<file path="src/rtl/pending_request_encoder.sv">
// Collects request pulses into a pending vector and serialises them as binary codes over a
// valid/ready handshake. Define ROUND_ROBIN_EN for round-robin selection (default: highest index).
module pending_request_encoder #(
  parameter int unsigned N = 4
) (
  input  logic                 clk,
  input  logic                 reset_n,
  input  logic                 en,
  input  logic [N-1:0]         req_in,
  output logic [$clog2(N)-1:0] code_out,
  output logic                 valid,
  input  logic                 ready,
  output logic                 any_pending,
  output logic                 dup_pulse
);

  localparam int unsigned W = $clog2(N);

  typedef enum logic [0:0] {StEmpty, StHold} state_e;

  state_e         state_q, state_d;
  logic [N-1:0]   pending_q, pending_d;
  logic [N-1:0]   req_masked;
  logic [N-1:0]   clr;
  logic [W-1:0]   code_q, code_d;
  logic [W-1:0]   sel;
  logic           dup_q, dup_d;
  logic           has_pending;
  logic           load;
  logic           grant;

  assign req_masked  = req_in & {N{en}};
  assign has_pending = |pending_q;
  // The output slot is free when empty or when the consumer takes the current code.
  assign load        = (state_q == StEmpty) || ready;
  assign grant       = load && has_pending;

`ifdef ROUND_ROBIN_EN
  logic [W-1:0] last_q, last_d;
  logic [W-1:0] sel_hi, sel_lo;
  logic         hi_found;

  // Lowest pending index above the last grant, otherwise wrap to the lowest pending index.
  always_comb begin
    sel_hi   = '0;
    sel_lo   = '0;
    hi_found = 1'b0;
    for (int i = N - 1; i >= 0; i--) begin
      if (pending_q[i]) begin
        sel_lo = W'(i);
        if (W'(i) > last_q) begin
          sel_hi   = W'(i);
          hi_found = 1'b1;
        end
      end
    end
    sel = hi_found ? sel_hi : sel_lo;
  end

  assign last_d = grant ? sel : last_q;

  always_ff @(posedge clk or negedge reset_n) begin
    if (!reset_n) begin
      last_q <= W'(N - 1);
    end else begin
      last_q <= last_d;
    end
  end
`else
  // Fixed priority: highest pending index wins.
  always_comb begin
    sel = '0;
    for (int i = 0; i < N; i++) begin
      if (pending_q[i]) begin
        sel = W'(i);
      end
    end
  end
`endif

  always_comb begin
    clr = '0;
    if (grant) begin
      clr[sel] = 1'b1;
    end
  end

  // A new request on the bit being cleared this cycle keeps it pending.
  assign pending_d = (pending_q & ~clr) | req_masked;
  assign dup_d     = |(req_masked & pending_q & ~clr);

  always_comb begin
    state_d = state_q;
    code_d  = code_q;
    unique case (state_q)
      StEmpty: begin
        if (has_pending) begin
          state_d = StHold;
          code_d  = sel;
        end
      end
      StHold: begin
        if (ready) begin
          if (has_pending) begin
            code_d = sel;
          end else begin
            state_d = StEmpty;
          end
        end
      end
    endcase
  end

  always_ff @(posedge clk or negedge reset_n) begin
    if (!reset_n) begin
      state_q   <= StEmpty;
      pending_q <= '0;
      code_q    <= '0;
      dup_q     <= 1'b0;
    end else begin
      state_q   <= state_d;
      pending_q <= pending_d;
      code_q    <= code_d;
      dup_q     <= dup_d;
    end
  end

  assign code_out    = code_q;
  assign valid       = (state_q == StHold);
  assign any_pending = has_pending;
  assign dup_pulse   = dup_q;

`ifndef SYNTHESIS
  // A stalled code must not change under the consumer.
  hold_stable_a : assert property (@(posedge clk) disable iff (!reset_n)
    (valid && !ready) |=> (valid && $stable(code_out)));

  // Pending work is always picked up by an empty slot on the next edge.
  empty_loads_a : assert property (@(posedge clk) disable iff (!reset_n)
    (!valid && has_pending) |=> valid);
`endif

endmodule

</file>
<file path="config.mk">
export PLATFORM = sky130hd
export DESIGN_NAME = pending_request_encoder
export DESIGN_NICKNAME = d
export VERILOG_FILES = /design/src/rtl/pending_request_encoder.sv
export SDC_FILE = /design/constraint.sdc
export NUM_CORES = 1
export LEC_CHECK = 0
export ABC_AREA = 1
export CAP_MARGIN = 10
export CORE_AREA = 2 2 39 41
export CTS_BUF_LIST = sky130_fd_sc_hd__clkbuf_4
export CTS_CLUSTER_DIAMETER = 150
export CTS_CLUSTER_SIZE = 25
export DETAILED_ROUTE_END_ITERATION = 10
export DIE_AREA = 0 0 41 43
export GPL_TIMING_DRIVEN = 1
export PLACE_DENSITY = 0.65
export SETUP_SLACK_MARGIN = 0.1
export SLEW_MARGIN = 10
export SYNTH_ARGS = -nofsm -noshare
export SYNTH_HDL_FRONTEND = slang
export SYNTH_SLANG_ARGS = --single-unit
export TNS_END_PERCENT = 30
</file>
<file path="constraint.sdc">
create_clock -name clk -period 1.4 [get_ports clk]
set_clock_uncertainty 0.15 [all_clocks]
set_input_delay 0.21 -clock clk [delete_from_list [all_inputs] [get_ports clk]]
set_output_delay 0.21 -clock clk [all_outputs]
set_load 0.05 [all_outputs]
</file>
=== Yosys cells after proc, flatten, opt, wreduce, memory -nomap -nowiden ===
Index checks and enable logic that the tools add are counted.

* Add/subtract/negate cells: 0
* Multiply operators: 0
* Divide/modulo/power cells: 0
* Order comparisons: 2
* Eq/ne operators: 1
* Shift operators: 0
* Mux-type cells: 12
* Bitwise operators: 7
* Reductions and logical operators: 5

{| class="wikitable"
|+ Operators with widths
! cell !! number
|-
| 4-bit AND || 4
|-
| 2-bit two-way mux || 4
|-
| 4-bit OR reduction || 2
|-
| 1-bit two-way mux || 4
|-
| 4-bit two-way mux || 1
|-
| 4-bit NOT || 1
|-
| 4-bit bitwise OR || 1
|-
| 2-bit case mux with 2 select lines || 1
|-
| 2-bit by 3-bit less-than comparator with 1-bit output (second input constant) || 1
|-
| 1-bit demux with 2-bit select || 1
|-
| 2-bit by 1-bit greater-or-equal comparator with 1-bit output (second input constant) || 1
|-
| 1-bit logical AND || 2
|-
| 2-bit != test (second input constant) || 1
|-
| 1-bit case mux with 2 select lines || 1
|-
| 1-bit logical OR || 1
|-
| 1-bit NOT || 1
|}

* Register bits: 8
* Latch bits: 0
* Bits in writable memories: 0
* ROM bits: 0
* Input bits: 8
* Output and inout bits: 5
* Word-level logic and storage cells: 31
* Memories kept: 0

=== Depth between registers and ports, before layout ===
Gate-level depths: netlist of run 1.

* Depth in word-level cells: 11
* Gate-level depth with buffers: 7
* Depth with buffers taken out: 7

=== Least setup slack after synthesis of run 1 ===
OpenSTA, ideal clock, no wires.

* Kind: reg2reg
* Start point: reg state_q, in the netlist valid
* End point: reg dup_q, in the netlist dup_pulse
* Library setup time: 0.068 ns
* Arrival time: 1.118 ns
* Required time: 1.182 ns
* Slack: 0.063 ns
* Cell stages (with the launch flop): 7
* Path buffers: 0
* Clock period less this slack: 1.337 ns
* Cell sequence: dfrtp_1 -> inv_1 -> nor2_2 -> nand3_1 -> nand2_1 -> inv_2 -> nand3_1

* Cells in the longest elaborated chain, start to end: 7

{| class="wikitable"
|+ Ends and longest elaborated chain
! item !! line !! text
|-
| start: declaration || 21 || <nowiki>state_e state_q, state_d;</nowiki>
|-
| start signal: assignment || 116 || <nowiki>state_q <= StEmpty;</nowiki>
|-
| start signal: assignment || 121 || <nowiki>state_q <= state_d;</nowiki>
|-
| 1-bit NOT || - ||
|-
| 1-bit logical OR || 35 || <nowiki>assign load = (state_q == StEmpty) || ready;</nowiki>
|-
| 1-bit logical AND || 36 || <nowiki>assign grant = load && has_pending;</nowiki>
|-
| 4-bit two-way mux || 83 || <nowiki>if (grant) begin</nowiki>
|-
| 4-bit NOT || 90 || <nowiki>assign dup_d = |(req_masked & pending_q & ~clr);</nowiki>
|-
| 4-bit AND || 90 ||
|-
| 4-bit OR reduction || 90 ||
|-
| net dup_d || 27 || <nowiki>logic dup_q, dup_d;</nowiki>
|-
| end signal: assignment || 124 || <nowiki>dup_q <= dup_d;</nowiki>
|-
| end: declaration || 27 ||
|}

The timed path passes the listed nets, and every way through them passes these cells.
A chain may end at the register's enable or synchronous reset.

=== Worst setup path in the final report of run 1 ===
* Start point: reg pending_q[3]
* End point: out any_pending

* Cells in the longest elaborated chain, start to end: 1

{| class="wikitable"
|+ Ends and longest elaborated chain
! item !! line !! text
|-
| start: declaration || 22 || <nowiki>logic [N-1:0] pending_q, pending_d;</nowiki>
|-
| start signal: assignment || 122 || <nowiki>pending_q <= pending_d;</nowiki>
|-
| 4-bit OR reduction || 33 || <nowiki>assign has_pending = |pending_q;</nowiki>
|-
| end: declaration || 13 || <nowiki>output logic any_pending,</nowiki>
|}

Every way passes these cells.

==> impl_summary.md, run 1 <==
Worst setup path
The capturing element type of the critical path is an output port. For the worst flop-to-flop path, the logic depth is 7. The largest driver fanout on the critical path is 2. The worst setup path is launched from a flop. The endpoint of the lowest-slack register-to-register path is valid. The worst setup path category is reg -> out. At the worst endpoint, the required time is 1.04 ns. The internal reg-to-reg setup slack is roughly 0.040 ns. In this run the critical register-to-register path is launched from pending_q[1]. Data on the critical path arrives at its endpoint at 1.04 ns. Tracing the worst setup path back leads to its startpoint at pending_q[3].

Clocking
Buffers inserted during clock tree synthesis total 3. The TritonCTS clock tree is built. The worst-case clock buffer depth is 2. Buffers inserted to repair hold after CTS numbered 0. The clock latency at the later pin of the worst-skew pair is 0.27 ns. CTS built an H-tree with a depth of 1. The number of sinks driven by the clock tree is 8. After clock tree synthesis, the clock-pin slew on the worst setup and hold paths is 0.06 ns. The tree is rooted in a clkbuf_4.

STA
The minimum setup slack in the final design is -0.00401 ns. Derived from the worst setup path, the maximum achievable clock frequency is 712 MHz. The minimum period implied by the final worst setup slack is between 1 and 1.5 ns.

The final period utilization is 100%. At the pin with the least slew margin, the transition time is 0.372 ns. The number of setup violations in the final report is 1. The number of max-slew violations in the final report is 0.

Setup repair after global routing could not meet its margin everywhere. The worst pin sits at a relative slew slack of between 70 and 80%. The hold violation count in the final report is 0.

Finish
The number of antenna diodes in the final layout is 0. The area of all placed cells without fillers is 734 sq um. Cells fill 53.1% of the core in the end.

In the final layout, the multi-input gates occupy 199 sq um. From synthesis to final layout, the design area changed by 83.4%. The final-layout fill cell count is around 130. Cells with a size suffix above 1 make up around 46% of the layout. At the end of the flow, the number of nets in the layout was 88. Across the whole layout, storage elements account for 204 sq um.

Global routing
The first-pass GRT wire length is 1.80 mm. The aggregate global-route resource usage is 15.4%. The initial antenna violation count is 0. The largest net degree at the start of global routing is 9. The number of global-route vias before repair is 440. The total global routing overflow is 0.

Yosys
The most used flip-flop cell after synthesis is dfrtp_1. The cell type with the highest aggregate area in the netlist is dfrtp_1. The commonest cells after synthesis are 17 x nand2_1, 8 x dfrtp_1, 4 x inv_1, 4 x nor2_1.

The mean instance size in the synthesized netlist is 7.85 sq um. Synthesis produced 51 cells. The fraction of synthesis flops using an asynchronous set or reset pin is between 90% and 100%. The synthesized design contains 8 register bits. The share of synthesized area in the top cell type comes to 50.0%. The part of the Yosys area used for sequential elements is 50.0%.

After synthesis, the netlist uses 15 different library cells. Counting every net in the synthesized netlist gives 59. In the post-synthesis netlist, the biggest area contributors are dfrtp_1 50%, nand2_1 16%, nand3_1 3.8%. The total number of yosys warnings is 0.

The number of enable-type register cells in the synthesized netlist is 0. In the post-synthesis netlist, the cell with the most instances is nand2_1. The post-synthesis instance area is 400 sq um.

Power
The total power divided by cell area is around 1100 mW/mm^2. The switching power is 0.280 mW. The standby leakage power is between 0.3 and 0.4 nW. The clock network is responsible for 26.2% of the overall power.

Per report_power, the combinational group accounts for about 37% of the total. Of the total power, the share spent switching nets is 33.6%. The maximum VDD drop is 0.000420 V. The proportion of power drawn by flip-flops and latches is 36.5%. The total internal power is 0.553 mW.

Place
Timing analysis after detailed placement gives a worst setup slack of -0.0402 ns. The cell area after placement is just under 600 sq um. The half-perimeter wire length after placement is 629 um. In this run the tool buffered the top-level ports with 12 buffer cells. The congestion estimate from routability-driven global placement came to just over 0.7.

Flow run
Max-cap violations in this run came to 0.

Routing
Wires add up to approximately 1.0 mm. The first TritonRoute pass finished after 4 iterations. The number of nets with antenna violations after routing is 0. The DRC violation count after routing is 0.

Using the TritonRoute via totals, the vias-per-cell ratio works out to 4.46. The routed length per instance is 11.0 um. The total number of vias is 424.

The violation count after the first detailed-route iteration is 6.

Floorplanning
The vertical extent of the die is about 43 um. The die outline area is 0.00176 sq mm. In this run the standard cell core region covers 0.00138 sq mm.

The starting density of the core is 28.9%. The number of standard-cell rows in the floorplan is 14. 13 I/O pins were placed. The die is 41 um wide.

Hold path
The tightest min-delay check is of the in -> async type.

Status
The final reports fail on negative setup slack. The run finished, with violations left.
[worst max-delay path, cell delays in order (launching register included)]
cell and delay (ns):
dfrtp_2 0.42, nor2_4 0.14, nand2_4 0.06, buf_8 0.15
[state kept, by name, summed over array words and instances, names as in the netlist]
signal     cells
pending_q      4
valid          1
dup_pulse      1
code_out       2
[cell families (layout without fill, tap and decap cells)]
| kind of cell | Yosys count | count (layout) | share of synthesized area, % |
|---|---|---|---|
| AND/OR/NAND/NOR | 32 | 32 | 37.8 |
| buffers and inverters | 7 | 35 | 6.56 |
| AO/OA/AOI/OAI | 4 | 4 | 5.62 |
| flip-flops | 8 | 8 | 50.0 |
[worst max-delay path by stage]
| stage | cells after the start | to | slack, ns |
|---|---|---|---|
| final | 3 | any_pending | -0.004 |
| after global routing | 3 | any_pending | -0.03 |
| after detailed placement | 8 | dup_pulse | -0.04 |
| after global placement | 8 | dup_pulse | -0.02 |
| after floorplan | 5 | code_out[0] | 0.11 |
| after CTS | 3 | any_pending | 0.001 |
[timing repair]
action,in CTS,in global routing
setup endpoints to repair,1,5
pin swaps,3,3
resized for setup,7,3
buffers inserted,10,1
[power groups by stage]
stage / combinational (mW) / clock, mW / sequential, mW
after floorplan: 0.0733 / 0 / 0.349
after global placement: 0.236 / 0 / 0.303
after detailed placement: 0.239 / 0 / 0.306
after CTS: 0.293 / 0.222 / 0.299
after global routing: 0.337 / 0.230 / 0.306
final: 0.311 / 0.218 / 0.304
[final cells by class]
class / count / share of cell area [%]
clock buffer: 4 / 4.09
inverter: 7 / 3.58
multi-input combinational: 36 / 27.1
sequential: 8 / 27.8
tap: 16 / 2.73
timing repair buffer: 24 / 34.8
[through the flow]
stage / TNS (ns) / instances / hold WS [ns] / total power [mW]
floorplan: 0 / 51 / -0.236 / 0.423
global placement: -0.0300 / 80 / 0.336 / 0.540
detailed placement: -0.0599 / 80 / 0.350 / 0.544
CTS: 0 / 94 / 0.0892 / 0.815
global route: -0.0541 / 95 / 0.119 / 0.873
finish: -0.00401 / 95 / 0.0720 / 0.832
[layout by cell type (no fill, tap or decap)]
| cell type | n |
|---|---|
| a21boi_1 | 1 |
| a21oi_1 | 1 |
| buf_12 | 4 |
| buf_4 | 12 |
| buf_8 | 1 |
| clkbuf_4 | 4 |
| clkdlybuf4s50_1 | 7 |
| dfrtp_1 | 5 |
| dfrtp_2 | 3 |
| inv_1 | 4 |
| inv_2 | 3 |
| nand2_1 | 17 |
| nand2_2 | 1 |
| nand2_4 | 2 |
| nand3_1 | 3 |
| nand3_2 | 1 |
| nor2_1 | 2 |
| nor2_2 | 2 |
| nor2_4 | 2 |
| nor3_2 | 1 |
| o21ai_1 | 2 |
| or2_1 | 1 |
[layer usage]
metal / track usage, % / wire length, um / vias to the layer above
li1: - / - / 214
met1: 17.8 / 389 / 187
met2: 24.1 / 562 / 18
met3: 3.14 / 59 / 5
met4: 10.0 / 36 / 0
met5: 0 / 0 / -
(Power assumes the default switching activity.)
==> inputs of run 2 (changes only) <==
--- a/config.mk
+++ b/config.mk
@@ -5,7 +5,6 @@
 export SDC_FILE = /design/constraint.sdc
 export NUM_CORES = 1
 export LEC_CHECK = 0
-export ABC_AREA = 1
 export CAP_MARGIN = 10
 export CORE_AREA = 2 2 39 41
 export CTS_BUF_LIST = sky130_fd_sc_hd__clkbuf_4
@@ -14,7 +13,7 @@
 export DETAILED_ROUTE_END_ITERATION = 10
 export DIE_AREA = 0 0 41 43
 export GPL_TIMING_DRIVEN = 1
-export PLACE_DENSITY = 0.65
+export PLACE_DENSITY = 0.64
 export SETUP_SLACK_MARGIN = 0.1
 export SLEW_MARGIN = 10
 export SYNTH_ARGS = -nofsm -noshare
==> run 2 against run 1 <==
- the run still ends with negative setup slack left
- combinational power shrank 7.1%
- first-iteration DRC count grew 17%
- cell area shrank 6.5%
- non-clock buffer count shrank 4
- sequential share of layout area grew 1.7 points
- sequential power shrank 2%
- clock-buffer cell count is the same
- clock power is essentially flat
- hold slack gained 0.0093 ns
- critical endpoint unchanged
- highest routed layer unchanged
==> impl_summary.md, run 2 <==
Yosys
The count of distinct cell types in the synthesized netlist is 20. The proportion of netlist area held by the largest area contributor is around 53%. The most used flip-flop cell after synthesis is dfrtp_1. The synthesized design contains 8 register bits.

The total number of yosys warnings is 0. The part of the Yosys area used for sequential elements is 52.6%. The cell with the most instances after synthesis is nand2_1.

The commonest cells after synthesis are 9 x nand2_1, 8 x dfrtp_1. The number of enable-type register cells in the synthesized netlist is 0. In this run the cell area of the synthesized design comes to ~380 sq um. Counting every net in the synthesized netlist gives 48. The mean instance size in the synthesized netlist is 9.51 sq um. After technology mapping, the gate count stands at 40. In the synthesized netlist the async set-or-reset flop fraction comes to between 90% and 100%. In the post-synthesis netlist, the biggest area contributors are dfrtp_1 53%, nand2_1 8.9%, o2111ai_1 4.6%. Of all cell types, the one taking the most synthesized area is dfrtp_1.

Finish
The total inserted antenna cells is 0. The share of layout cells above drive strength 1 is 43.5%. The register ranked first by flip-flop count is pending_q. The area used by multi-input combinational logic is 205 sq um. At the end of the flow the core is filled with cells to 49.6%.

The number of nets in the layout is 71. Registers take between 200 and 250 sq um. The area growth from synthesis to layout is 80.6%. The number of flip-flops under the largest register name is 4.

The library cells used most frequently in the layout, excluding fill and tap cells, are 9 x nand2_1, 7 x clkdlybuf4s50_1, 7 x buf_4. Counting the fill cells in the layout gives 128. The most common cell after layout, fill and taps aside is nand2_1.

Power
The switching power is between 0.2 and 0.3 mW. In this run the static leakage power is 0.287 nW. After layout, the design draws a total of 0.803 mW. The total internal power is 0.538 mW.

Power spread over the standard cell area amounts to around 1200 mW/mm^2. Per report_power, the combinational group accounts for a little over a third of the total. Registers are responsible for 37.2% of the overall power. The switching part of the total power is between 30% and 40%.

The maximum VDD drop is 0.000459 V. The clock network power share is 26.8%.

Clocking
The number of clock buffers added by TritonCTS is 3. The clock latency at the later pin of the worst-skew pair is 0.26 ns. The total number of H-tree levels is 1. The clock transition at the registers of the reported paths is around 0.060 ns.

The clock tree root buffer cell is clkbuf_4. The number of sinks driven by the clock tree is 8. The TritonCTS clock tree is built.

Hold repair after CTS inserted 0 buffers. The worst-case clock buffer depth is 2.

STA
Timing would allow up to roughly 640 MHz. The hold violation count in the final report is 0. The worst max-slew margin expressed relative to the limit is 65.5%. Setup repair after global routing could not meet its margin everywhere. Subtracting the final worst setup slack from the clock period gives 1.57 ns.

For the pin with the worst max-slew slack, the measured transition is 0.515 ns. The number of max-slew violations in the final report is 0. The minimum setup slack in the final design is -0.170 ns.

The final period utilization is 112%. Setup violations remaining at the end of the flow were counted as 3.

Floorplanning
The die span in x is 41 um. The count of boundary I/O pins is 13. The total area inside the core boundary comes to ~0.0014 sq mm. The number of standard-cell rows in the floorplan is 14. The vertical extent of the die is 43 um.

The floorplan step defined a die boundary enclosing approximately 0.0018 sq mm. The starting density of the core is 27.5%.

Routing
The DRC violation count after routing is 0. Wires add up to roughly 970 um. The routed layout has approximately 390 vias.

The number of detailed-route iterations in the first pass is 4. After the first detailed-routing iteration, the DRC count stood at 7. Dividing the detail-routed via count by the number of cells gives 5.04. The detail route stage leaves a number of antenna-violating nets equal to 0. Dividing the detail-routed wire length by the instance count gives 12.4 um.

Worst setup path
The worst setup path category is reg -> out. In this run the register-to-register setup slack is -0.05 ns. In this run the critical register-to-register path is captured at dup_pulse.

The worst setup path is launched from a flop. The worst setup path is captured at an output port. The critical register-to-register path startpoint is pending_q[2]. Tracing the worst setup path back leads to its startpoint at pending_q[3]. The required time at the endpoint of the critical path is about 1.0 ns. Of all nets on the critical path, the largest fanout is 3. Following the worst setup path forward leads to its endpoint at any_pending. The path depth of the worst reg2reg path is 4. The signal arrival time at the worst endpoint is roughly 1.2 ns.

Global routing
The number of global-route vias before repair is 395. The largest net degree at the start of global routing is 11. The total global routing overflow is 0. The aggregate global-route resource usage is a little over an eighth.

The initial antenna violation count is 0. The first global-routing pass estimated 1.60 mm of wire.

Place
The quantity of I/O buffers inserted on ports is 12. The weighted congestion reported at the end of routability-driven placement is 0.767. The post-place setup slack is -0.274 ns. The HPWL after detailed placement is between 600 and 700 um.

Flow run
The tool flagged a number of max-cap violations equal to 0.

Status
The run finished, with violations left. The final reports fail on negative setup slack.

Hold path
The kind of path behind the tightest hold check is in -> async.
[run 2: cell families (layout without fill, tap and decap cells)]
family	Yosys count	in the layout	share of synthesized area (%)
buffers and inverters	3	25	3.29
AO/OA/AOI/OAI	10	10	19.4
flip-flops	8	8	52.6
AND/OR/NAND/NOR	19	19	24.7
[run 2: cell type report]
cell class                      count  share of cell area, %
Tap cell                           16                   2.91
Sequential cell                     8                   29.5
Inverter                            1                  0.546
Multi-Input combinational cell     29                   29.9
Timing Repair Buffer               20                   32.8
Clock buffer                        4                   4.37
[run 2: routing by layer]
layer	up-vias	wire, um	global-route usage, %
li1	191	-	-
met1	185	367	16.4
met2	15	541	20.3
met3	2	49	6.28
met4	0	10	6.00
met5	-	0	0
[run 2: through the flow]
step / setup TNS [ns] / area [sq um] / hold slack (ns) / cells
final: -0.252 / 687 / 0.0813 / 78
after global routing: -0.373 / 687 / 0.104 / 78
after CTS: -0.249 / 662 / 0.101 / 77
after detailed placement: -1.64 / 608 / 0.376 / 72
after global placement: -1.55 / 608 / 0.364 / 72
after floorplan: 0 / 397 / -0.236 / 40
[run 2: power groups by stage]
stage / logic [mW] / registers, mW / clock network (mW)
after floorplan: 0.0693 / 0.349 / 0
after global placement: 0.256 / 0.297 / 0
after detailed placement: 0.257 / 0.298 / 0
after CTS: 0.270 / 0.299 / 0.219
after global routing: 0.310 / 0.302 / 0.235
final: 0.289 / 0.298 / 0.215
[run 2: worst min path at each step]
stage                        from            to  slack [ns]  cells past startpoint
after floorplan           reset_n   code_out[0]       -0.24                      0
after global placement    reset_n  pending_q[2]        0.36                      1
after detailed placement  reset_n  pending_q[2]        0.38                      1
after CTS                 reset_n   code_out[1]        0.10                      1
after global routing      reset_n     dup_pulse        0.10                      1
final                     reset_n   code_out[1]        0.08                      1
[run 2: timing repair]
action | 4_1_cts | 5_1_grt
pin swaps | 1 | 1
buffers inserted | 1 | 1
setup endpoints to repair | 8 | 5
hold endpoints to repair | 0 | 0
gates resized for setup | 4 | 4
[run 2: worst max-delay path, cell delays in order (launching register included)]
cell     delay (ns)
dfrtp_1        0.42
nor4_4         0.33
inv_2          0.06
buf_6          0.15
